<file path="src/rtl/mesm6_pic_pkg.sv">
// Shared definitions for the mesm6 PIC and its interrupt dispatcher:
// register map, default widths and the dispatcher state encoding.
package mesm6_pic_pkg;

    localparam int PIC_NIRQ = 48;
    localparam int PIC_VW   = 6;
    localparam int PIC_AW   = 15;

    localparam logic [PIC_AW-1:0] ADDR_OFF    = 15'o0;
    localparam logic [PIC_AW-1:0] ADDR_IECCLR = 15'o2;
    localparam logic [PIC_AW-1:0] ADDR_IECSET = 15'o3;
    localparam logic [PIC_AW-1:0] ADDR_IEC    = 15'o4;
    localparam logic [PIC_AW-1:0] ADDR_IFSCLR = 15'o5;
    localparam logic [PIC_AW-1:0] ADDR_IFSSET = 15'o6;
    localparam logic [PIC_AW-1:0] ADDR_IFS    = 15'o7;

    typedef enum logic [2:0] {
        ST_IDLE,
        ST_CPU_XFER,
        ST_CPU_DONE,
        ST_RD_IFS,
        ST_RD_IEC,
        ST_CLR,
        ST_GAP,
        ST_PRESENT
    } disp_state_e;

endpackage

</file>
<file path="src/rtl/mesm6_prio_enc.sv">
// Lowest-set-bit priority encoder; any_o flags a non-zero request vector.
module mesm6_prio_enc #(
    parameter int N = 48,
    parameter int W = 6
) (
    input  logic [N-1:0] req_i,
    output logic [W-1:0] idx_o,
    output logic         any_o
);

    // Scan downward so the lowest set bit is the last one written.
    always_comb begin
        idx_o = '0;
        any_o = 1'b0;
        for (int i = N - 1; i >= 0; i--) begin
            if (req_i[i]) begin
                idx_o = W'(i);
                any_o = 1'b1;
            end
        end
    end

endmodule

</file>
<file path="src/rtl/mesm6_irq_dispatch.sv">
// Interrupt dispatcher in front of mesm6_pic: arbitrates the single PIC register
// port between CPU pass-through and the IFS/IEC read, IFSCLR write, vector sequence.
//
// state       | meaning
// ST_IDLE     | port free, arbitrate CPU vs dispatch
// ST_CPU_XFER | CPU access forwarded to the PIC
// ST_CPU_DONE | cpu_done pulse, back to IDLE or PRESENT
// ST_RD_IFS   | reading pending flags
// ST_RD_IEC   | reading enables, pick lowest pending-and-enabled line
// ST_CLR      | clearing the chosen line through IFSCLR
// ST_GAP      | one idle cycle before presenting the vector
// ST_PRESENT  | vector shown to the CPU until irq_ack
module mesm6_irq_dispatch
    import mesm6_pic_pkg::*;
#(
    parameter int NIRQ = PIC_NIRQ,
    parameter int VW   = PIC_VW,
    parameter int AW   = PIC_AW
) (
    input  logic            clk,
    input  logic            reset,
    input  logic            pic_interrupt,
    output logic [AW-1:0]   pic_addr,
    output logic            pic_read,
    output logic            pic_write,
    output logic [NIRQ-1:0] pic_wdata,
    input  logic [NIRQ-1:0] pic_rdata,
    input  logic            pic_done,
    input  logic [AW-1:0]   cpu_addr,
    input  logic            cpu_read,
    input  logic            cpu_write,
    input  logic [NIRQ-1:0] cpu_wdata,
    output logic [NIRQ-1:0] cpu_rdata,
    output logic            cpu_done,
    input  logic            dispatch_en,
    output logic            irq_valid,
    output logic [VW-1:0]   irq_vec,
    input  logic            irq_ack,
    output logic [7:0]      spurious_cnt
);

    disp_state_e     state_q;
    logic [AW-1:0]   pic_addr_q;
    logic            pic_read_q;
    logic            pic_write_q;
    logic [NIRQ-1:0] pic_wdata_q;
    logic [NIRQ-1:0] cpu_rdata_q;
    logic            cpu_done_q;
    logic            irq_valid_q;
    logic [VW-1:0]   irq_vec_q;
    logic [7:0]      spur_q;
    logic            last_cpu_q;
    logic [NIRQ-1:0] ifs_q;
    logic [VW-1:0]   sel_q;

    logic [NIRQ-1:0] masked_d;
    logic [VW-1:0]   sel_d;
    logic            any_d;
    logic            cpu_req_d;
    logic            disp_req_d;
    logic            xfer_done_d;

    assign masked_d    = ifs_q & pic_rdata;
    assign cpu_req_d   = cpu_read | cpu_write;
    assign disp_req_d  = pic_interrupt & dispatch_en & ~irq_valid_q;
    assign xfer_done_d = (pic_read_q | pic_write_q) & pic_done;

    mesm6_prio_enc #(
        .N(NIRQ),
        .W(VW)
    ) u_prio_enc (
        .req_i(masked_d),
        .idx_o(sel_d),
        .any_o(any_d)
    );

    always_ff @(posedge clk or posedge reset) begin
        if (reset) begin
            state_q     <= ST_IDLE;
            pic_addr_q  <= '0;
            pic_read_q  <= 1'b0;
            pic_write_q <= 1'b0;
            pic_wdata_q <= '0;
            cpu_rdata_q <= '0;
            cpu_done_q  <= 1'b0;
            irq_valid_q <= 1'b0;
            irq_vec_q   <= '0;
            spur_q      <= 8'd0;
            last_cpu_q  <= 1'b0;
            ifs_q       <= '0;
            sel_q       <= '0;
        end else begin
            cpu_done_q <= 1'b0;
            // irq_valid is only high in PRESENT or a CPU transfer started from it,
            // so an ack anywhere else is ignored by construction.
            if (irq_ack && irq_valid_q) begin
                irq_valid_q <= 1'b0;
            end

            case (state_q)
                ST_IDLE: begin
                    if (cpu_req_d && (!disp_req_d || !last_cpu_q)) begin
                        pic_addr_q  <= cpu_addr;
                        pic_wdata_q <= cpu_wdata;
                        pic_read_q  <= cpu_read;
                        pic_write_q <= cpu_write & ~cpu_read;
                        last_cpu_q  <= 1'b1;
                        state_q     <= ST_CPU_XFER;
                    end else if (disp_req_d) begin
                        pic_addr_q  <= AW'(ADDR_IFS);
                        pic_read_q  <= 1'b1;
                        last_cpu_q  <= 1'b0;
                        state_q     <= ST_RD_IFS;
                    end
                end

                ST_CPU_XFER: begin
                    if (xfer_done_d) begin
                        cpu_rdata_q <= pic_rdata;
                        pic_read_q  <= 1'b0;
                        pic_write_q <= 1'b0;
                        cpu_done_q  <= 1'b1;
                        state_q     <= ST_CPU_DONE;
                    end
                end

                ST_CPU_DONE: begin
                    state_q <= (irq_valid_q && !irq_ack) ? ST_PRESENT : ST_IDLE;
                end

                ST_RD_IFS: begin
                    if (xfer_done_d) begin
                        ifs_q      <= pic_rdata;
                        pic_read_q <= 1'b0;
                        state_q    <= ST_RD_IEC;
                    end
                end

                // Strobe is raised one cycle after entry, keeping a low cycle between accesses.
                ST_RD_IEC: begin
                    if (!pic_read_q) begin
                        pic_read_q <= 1'b1;
                        pic_addr_q <= AW'(ADDR_IEC);
                    end else if (pic_done) begin
                        pic_read_q <= 1'b0;
                        if (any_d) begin
                            sel_q   <= sel_d;
                            state_q <= ST_CLR;
                        end else begin
                            if (spur_q != 8'hFF) begin
                                spur_q <= spur_q + 8'd1;
                            end
                            state_q <= ST_IDLE;
                        end
                    end
                end

                ST_CLR: begin
                    if (!pic_write_q) begin
                        pic_write_q <= 1'b1;
                        pic_addr_q  <= AW'(ADDR_IFSCLR);
                        pic_wdata_q <= {{(NIRQ-1){1'b0}}, 1'b1} << sel_q;
                    end else if (pic_done) begin
                        pic_write_q <= 1'b0;
                        state_q     <= ST_GAP;
                    end
                end

                ST_GAP: begin
                    irq_valid_q <= 1'b1;
                    irq_vec_q   <= sel_q;
                    state_q     <= ST_PRESENT;
                end

                ST_PRESENT: begin
                    if (irq_ack) begin
                        state_q <= ST_IDLE;
                    end else if (cpu_req_d) begin
                        pic_addr_q  <= cpu_addr;
                        pic_wdata_q <= cpu_wdata;
                        pic_read_q  <= cpu_read;
                        pic_write_q <= cpu_write & ~cpu_read;
                        last_cpu_q  <= 1'b1;
                        state_q     <= ST_CPU_XFER;
                    end
                end

                default: begin
                    state_q <= ST_IDLE;
                end
            endcase
        end
    end

    assign pic_addr     = pic_addr_q;
    assign pic_read     = pic_read_q;
    assign pic_write    = pic_write_q;
    assign pic_wdata    = pic_wdata_q;
    assign cpu_rdata    = cpu_rdata_q;
    assign cpu_done     = cpu_done_q;
    assign irq_valid    = irq_valid_q;
    assign irq_vec      = irq_vec_q;
    assign spurious_cnt = spur_q;

endmodule
</file>
<file path="config.mk">
export PLATFORM = sky130hd
export DESIGN_NAME = mesm6_irq_dispatch
export DESIGN_NICKNAME = d
export VERILOG_FILES = /design/src/rtl/mesm6_pic_pkg.sv /design/src/rtl/mesm6_prio_enc.sv /design/src/rtl/mesm6_irq_dispatch.sv
export SDC_FILE = /design/constraint.sdc
export NUM_CORES = 1
export LEC_CHECK = 0
export ABC_AREA = 1
export CORE_UTILIZATION = 48
export CTS_CLUSTER_SIZE = 8
export DETAILED_ROUTE_END_ITERATION = 8
export PLACE_DENSITY = 0.82
export SLEW_MARGIN = 10
export SYNTH_ARGS = -nofsm -noshare
export SYNTH_HDL_FRONTEND = slang
export SYNTH_SLANG_ARGS = --single-unit
</file>
<file path="constraint.sdc">
create_clock -name clk -period 7.9 [get_ports clk]
set_input_delay 1.185 -clock clk [delete_from_list [all_inputs] [get_ports clk]]
set_output_delay 1.185 -clock clk [all_outputs]
set_load 0.1 [all_outputs]
</file>
# --- Yosys cells after proc, flatten, opt, wreduce, memory -nomap -nowiden ---
# Cells that the tools add are included.
totals:
  in_bits: 119
  output_inout_bits: 129
  reg_bits: 187
classes:
  n_reduce_logical: 25
  n_eq_ne: 22
  shifts: 1
  n_bitwise: 10
  muxes: 143
  n_addsub: 1
ops:
  columns: ["operator", "count"]
  rows:
  - ["6-bit two-way mux", 48]
  - ["48-bit two-way mux", 4]
  - ["48-bit case mux with 3 select lines", 1]
  - ["15-bit two-way mux", 6]
  - ["1-bit two-way mux", 67]
  - ["15-bit case mux with 4 select lines", 1]
  - ["48-bit bitwise AND", 1]
  - ["1-bit by 6-bit << shifter with 48-bit output (first input constant)", 1]
  - ["3-bit two-way mux", 12]
  - ["3-bit case mux with 8 select lines", 1]
  - ["2-bit != test (second input constant)", 11]
  - ["5-bit AND reduction", 4]
  - ["3-bit equality test (second input constant)", 4]
  - ["4-bit nonzero test", 3]
  - ["8-bit by 1-bit adder with 8-bit output (second input constant)", 1]
  - ["8-bit != test (second input constant)", 1]
  - ["1-bit case mux with 4 select lines", 2]
  - ["4-bit AND reduction", 2]
  - ["8-bit AND reduction", 1]
  - ["3-bit by 2-bit equality test with 1-bit output (second input constant)", 2]
  - ["3-bit != test (second input constant)", 2]
  - ["6-bit AND reduction", 1]
  - ["1-bit bitwise AND", 4]
  - ["2-bit AND reduction", 2]
  - ["12 further kinds", 20]

# --- Longest topological paths before layout ---
logic_depth:
  word_depth: 53
  depth_mapped: 50
  mapped_depth_nobuf: 50

# --- Cells and area by module ---
# A second synthesis with hierarchy kept.
hier_totals:
  hier_cells: 1274
  area_unflattened_um2: 9514.1
by_module_without_submodules:
  columns: ["module", "area_per_inst_um2", "n_inst", "cells_each"]
  rows:
  - ["mesm6_irq_dispatch", 8834.7, 1, 1109]
  - ["mesm6_prio_enc", 679.4, 1, 165]

# --- Worst setup path after synthesis ---
# OpenSTA, ideal clock, no wires.
synth_timing:
  path_kind: "input port to flip-flop"
  from: "input port pic_rdata[47]"
  to: "register sel_q[0]"
  t_required_ns: 7.784
  path_buffers: 0
  path_slack_ns: 4.508
  cell_stages: 50
  setup_time_ns: 0.116
  t_arrival_ns: 3.275
  path_cell_list: "nand2_1 > inv_1 > nand2_1 > nand2_1 > nand2_1 > nand2_1 > nand2_1 > nand2_1 > nand2_1 > nand2_1 > nand2_1 > nand2_1 > nand2_1 > nand2_1 > nand2_1 > nand2_1 > nand2_1 > nand2_1 > [... 14 more ...] > nand2_1 > nand2_1 > nand2_1 > nand2_1 > nand2_1 > nand2_1 > nand2_1 > nand2_1 > nand2_1 > nand2_1 > nand2_1 > nand2_1 > nand2_1 > nand2_1 > nand2_1 > nand2_1 > nand2_1 > nand2_1"
synth_between:
  elab_chain_cells: 50
  word_cells_on_any_way: 98
  classes_between: "96 x mux; 1 x bitwise; 1 x reduce/logical"
synth_rtl:
  columns: ["item", "line", "text"]
  rows:
  - ["from (decl)", "mesm6_irq_dispatch.sv:27", "input logic [NIRQ-1:0] pic_rdata,"]
  - ["48-bit bitwise AND (*)", "mesm6_irq_dispatch.sv:63", "assign masked_d = ifs_q & pic_rdata;"]
  - ["1-bit two-way mux (48 in a row)", "mesm6_prio_enc.sv:16", "if (req_i[i]) begin"]
  - ["4-bit AND reduction (no line)", null, null]
  - ["to (signal assigned)", "mesm6_irq_dispatch.sv:147", "sel_q <= sel_d;"]
  - ["to (decl)", "mesm6_irq_dispatch.sv:54", "logic [VW-1:0] sel_q;"]
# Every way passes the cells marked *; elsewhere a longest branch is shown, timed or not.
# A chain may end at the register's enable or synchronous reset.

# --- Final worst setup path ---
layout_timing:
  from: "input port pic_rdata[46]"
  to: "register sel_q[0]"
layout_between:
  elab_chain_cells: 49
  word_cells_on_any_way: 96
  classes_between: "94 x mux; 1 x bitwise; 1 x reduce/logical"
layout_rtl:
  columns: ["item", "line"]
  rows:
  - ["48-bit bitwise AND (*)", "mesm6_irq_dispatch.sv:63"]
  - ["1-bit two-way mux (47 in a row)", "mesm6_prio_enc.sv:16"]
  - ["4-bit AND reduction (no line)", null]
# Marked as above.

==> key figures <==
STA
  • Setup tns final: 0 ns
  • Slew Viols, Final: 0
  • RSZ-0062 raised after global routing: false
  • Fmax: 0.269 GHz
  • Worst setup margin: around 4.2 ns
  • Skew final: 0.00985 ns
  • Rel. slew slack: 0.214
  • Final Hold Fails: 0
  • Slew at the pin with the worst max-slew slack: between 1 and 1.5 ns
  • Finish-stage setup viols: 0
  • Period utilisation layout: 0.471
  • Min Tclk post-route: 3.72 ns

Yosys
  • Mapped Cells: 1051
  • Synth Register Bits: between 150 and 200
  • Post-synth top area share: 0.548
  • Netlist Area Pre-Place: 8530 sq um
  • Synth warn: 0
  • FFs w/ async S/R, synth: 1.00
  • Sequential-to-total area share from yosys stat: 0.548
  • Cell taking the most area after synthesis: dfrtp_1
  • Syn Area/Cell: ~8.1 sq um
  • Top post-synthesis cells by area: dfrtp_1, nand2_1, o21ai_1
  • Number of synthesized flops with an enable pin: 0
  • Ys flop type: dfrtp_1
  • Cell with the most instances after synthesis: nand2_1
  • Syn_nets: 1171
  • Synth cell types: 30
  • Most common library cells after synthesis: nand2_1, dfrtp_1, nor2_1

GRT
  • Largest net degree at the start of global routing: 119
  • Vias in the first global route: ~7200
  • Grt ovf: 0
  • GRT Overall Usage: 0.258
  • Initial antenna violation count: 0
  • Global-route wire length before repair: 36800 um

Finish
  • Area growth syn-to-layout: 37.4%
  • Final nets: 1388
  • Util after Layout: 0.676
  • Fill count: 1439
  • Share of cells above drive strength 1: 0.0593
  • # diodes: 0

Worst setup path
  • Most used cell, CP: nand2_1
  • Crit path arrival time: 4.05 ns
  • Worst setup SP type: input pin
  • Highest-delay cell along the critical path: clkdlybuf4s50_1
  • CP Class: in2reg
  • Peak fanout along the critical path: 2
  • Critical Path RT: slightly above 8 ns
  • Crit-path max cell delay: 0.49 ns
  • Crit end category: register
  • Largest delay share family, worst path: simple AND/OR/NAND/NOR gates
  • Crit path buffers/inverters: 1

Routing
  • Via count: 7958
  • Via-to-Cell Ratio: around 5.3
  • Final WL: 23400 um
  • Initial drt markers: between 600 and 700
  • DRT Pass-1 Iters: 6
  • Post-route DRC: 0
  • DR WL/cell: 15.5 um
  • Detail Route Antenna Nets: 0

Clocking
  • CTS tree: yes
  • Num CTS Buffers: 17
  • Post-CTS setup buffers: 0
  • CTS max path bufs: 2
  • H-tree depth: 4
  • CTS root buf: clkbuf_16
  • Worst-skew pair later-pin latency: 0.43 ns
  • CTS sink cnt: 187
  • Post_cts resized: 0
  • Hold_buf cts: 0
  • CTS clk-pin slew, worst paths: 0.07 ns

Flow run
  • Max-Cap Viols: 0

Die
  • DIE HEIGHT: 135 um
  • # IOs: between 200 and 250
  • DIE AREA: around 18000 sq um
  • Number of core rows: 48
  • Die span in x: 135 um
  • Starting Density: 0.492
  • Core Area: ~17000 sq um

Hold path
  • Worst min path class: reg2reg

Place
  • Dpl ws: 3.72 ns
  • DP HPWL: about 17000 um
  • PortBufs: 247
  • Placer congestion estimate: 0.904

Status
  • Status: finished clean
-- final timing paths --
kind                                               start                        to  slack [ns]  cells after the start
max in group asynchronous                          reset  cpu_rdata[5]$_DFFE_PP0P_        5.18                      3
worst max-delay path                       pic_rdata[46]      sel_q[0]$_DFFE_PP0P_        4.18                     50
min in group asynchronous                          reset  pic_wdata[1]$_DFFE_PP0P_        1.32                      2
worst max register to register    state_q[0]$_DFFE_PP0P_   pic_addr[2]$_DFFE_PP0P_        4.76                     12
worst min register to register  cpu_rdata[4]$_DFFE_PP0P_  cpu_rdata[4]$_DFFE_PP0P_        0.49                      2
worst min-delay path            cpu_rdata[4]$_DFFE_PP0P_  cpu_rdata[4]$_DFFE_PP0P_        0.49                      2
-- worst register-to-register path: stages, from the launching register on --
cell	delay (ns)
dfrtp_1	0.40
inv_2	0.09
nor2_1	0.06
inv_2	0.06
nor2_1	0.04
buf_4	0.20
inv_2	0.66
nor2_1	0.10
inv_1	0.11
nand4_1	0.77
inv_2	0.36
nor2_1	0.06
a31oi_1	0.15
-- routing by layer --
layer  GRT usage  wire length [um]  part of all wire  vias up
met3      0.0438              1570             0.067       35
li1            -                 -                 -     3892
met4      0.0943               491             0.021        0
met5           0                 0                 0        -
met2       0.413             11200              0.48      306
met1       0.352             10100              0.43     3725
-- flip-flops by register name, indices dropped and copies added, names as in the netlist --
signal	cells
irq_valid	1
pic_write	1
cpu_rdata	48
spurious_cnt	8
state_q	3
ifs_q	48
pic_read	1
pic_wdata	48
irq_vec	6
cpu_done	1
pic_addr	15
sel_q	6
last_cpu_q	1
-- stage by stage --
stage	hold WS (ns)	instance area [sq um]	cells
2_1_floorplan	0.459	8530	1051
3_3_place_gp	0.471	11100	1474
3_5_place_dp	0.478	11100	1474
4_1_cts	0.495	11700	1506
5_1_grt	0.510	11700	1506
6_report	0.488	11700	1506
-- cells in the final DEF, fill, tap and decap left out --
master / synthesis / routed
o32ai_1: 1 / 1
nor3_1: 5 / 5
a32oi_1: 16 / 16
nand4_1: 20 / 20
o221ai_1: 1 / 1
nor2_1: 123 / 121
dfrtp_1: 187 / 187
o31ai_1: 1 / 1
o21ai_1: 120 / 120
clkbuf_16: 0 / 17
xor2_1: 6 / 6
nor4_1: 1 / 1
nor2_4: 0 / 1
inv_8: 0 / 6
o21ai_0: 6 / 6
or2_2: 1 / 1
a21oi_1: 22 / 22
a211oi_1: 1 / 1
nand2_2: 15 / 15
inv_2: 18 / 18
nor2_2: 0 / 1
nand2_1: 295 / 293
clkinv_8: 0 / 2
xnor2_1: 1 / 1
inv_1: 70 / 69
clkinv_1: 2 / 2
clkdlybuf4s50_1: 0 / 247
clkinv_4: 0 / 3
o211ai_1: 2 / 2
nand3_1: 37 / 37
ha_1: 1 / 1
buf_4: 0 / 3
nand2_4: 2 / 4
inv_6: 0 / 2
o22ai_1: 3 / 3
a31oi_1: 41 / 41
clkinvlp_4: 0 / 3
a2111oi_0: 1 / 1
-- cells by family after synthesis --
family,count (synthesis),synth area share
fa+ha+maj,1,0.00147
simple gates,499,0.238
compound gates,215,0.142
xor+xnor,7,0.00719
buf+inv,142,0.0625
flops,187,0.548
-- area by class of cell --
class | count | area [sq um] | area share
timing repair buffer | 250 | 2490 | 0.213
inverter | 90 | 345 | 0.0294
clock buffer | 17 | 425 | 0.0363
clock inverter | 15 | 155 | 0.0132
multi-input combinational | 722 | 3340 | 0.285
sequential | 187 | 4680 | 0.399
tap | 225 | 282 | 0.0240
Power is left out: the tool's default activity adds up to more than one toggle a clock period on the data nets, which glitch-free logic cannot reach.
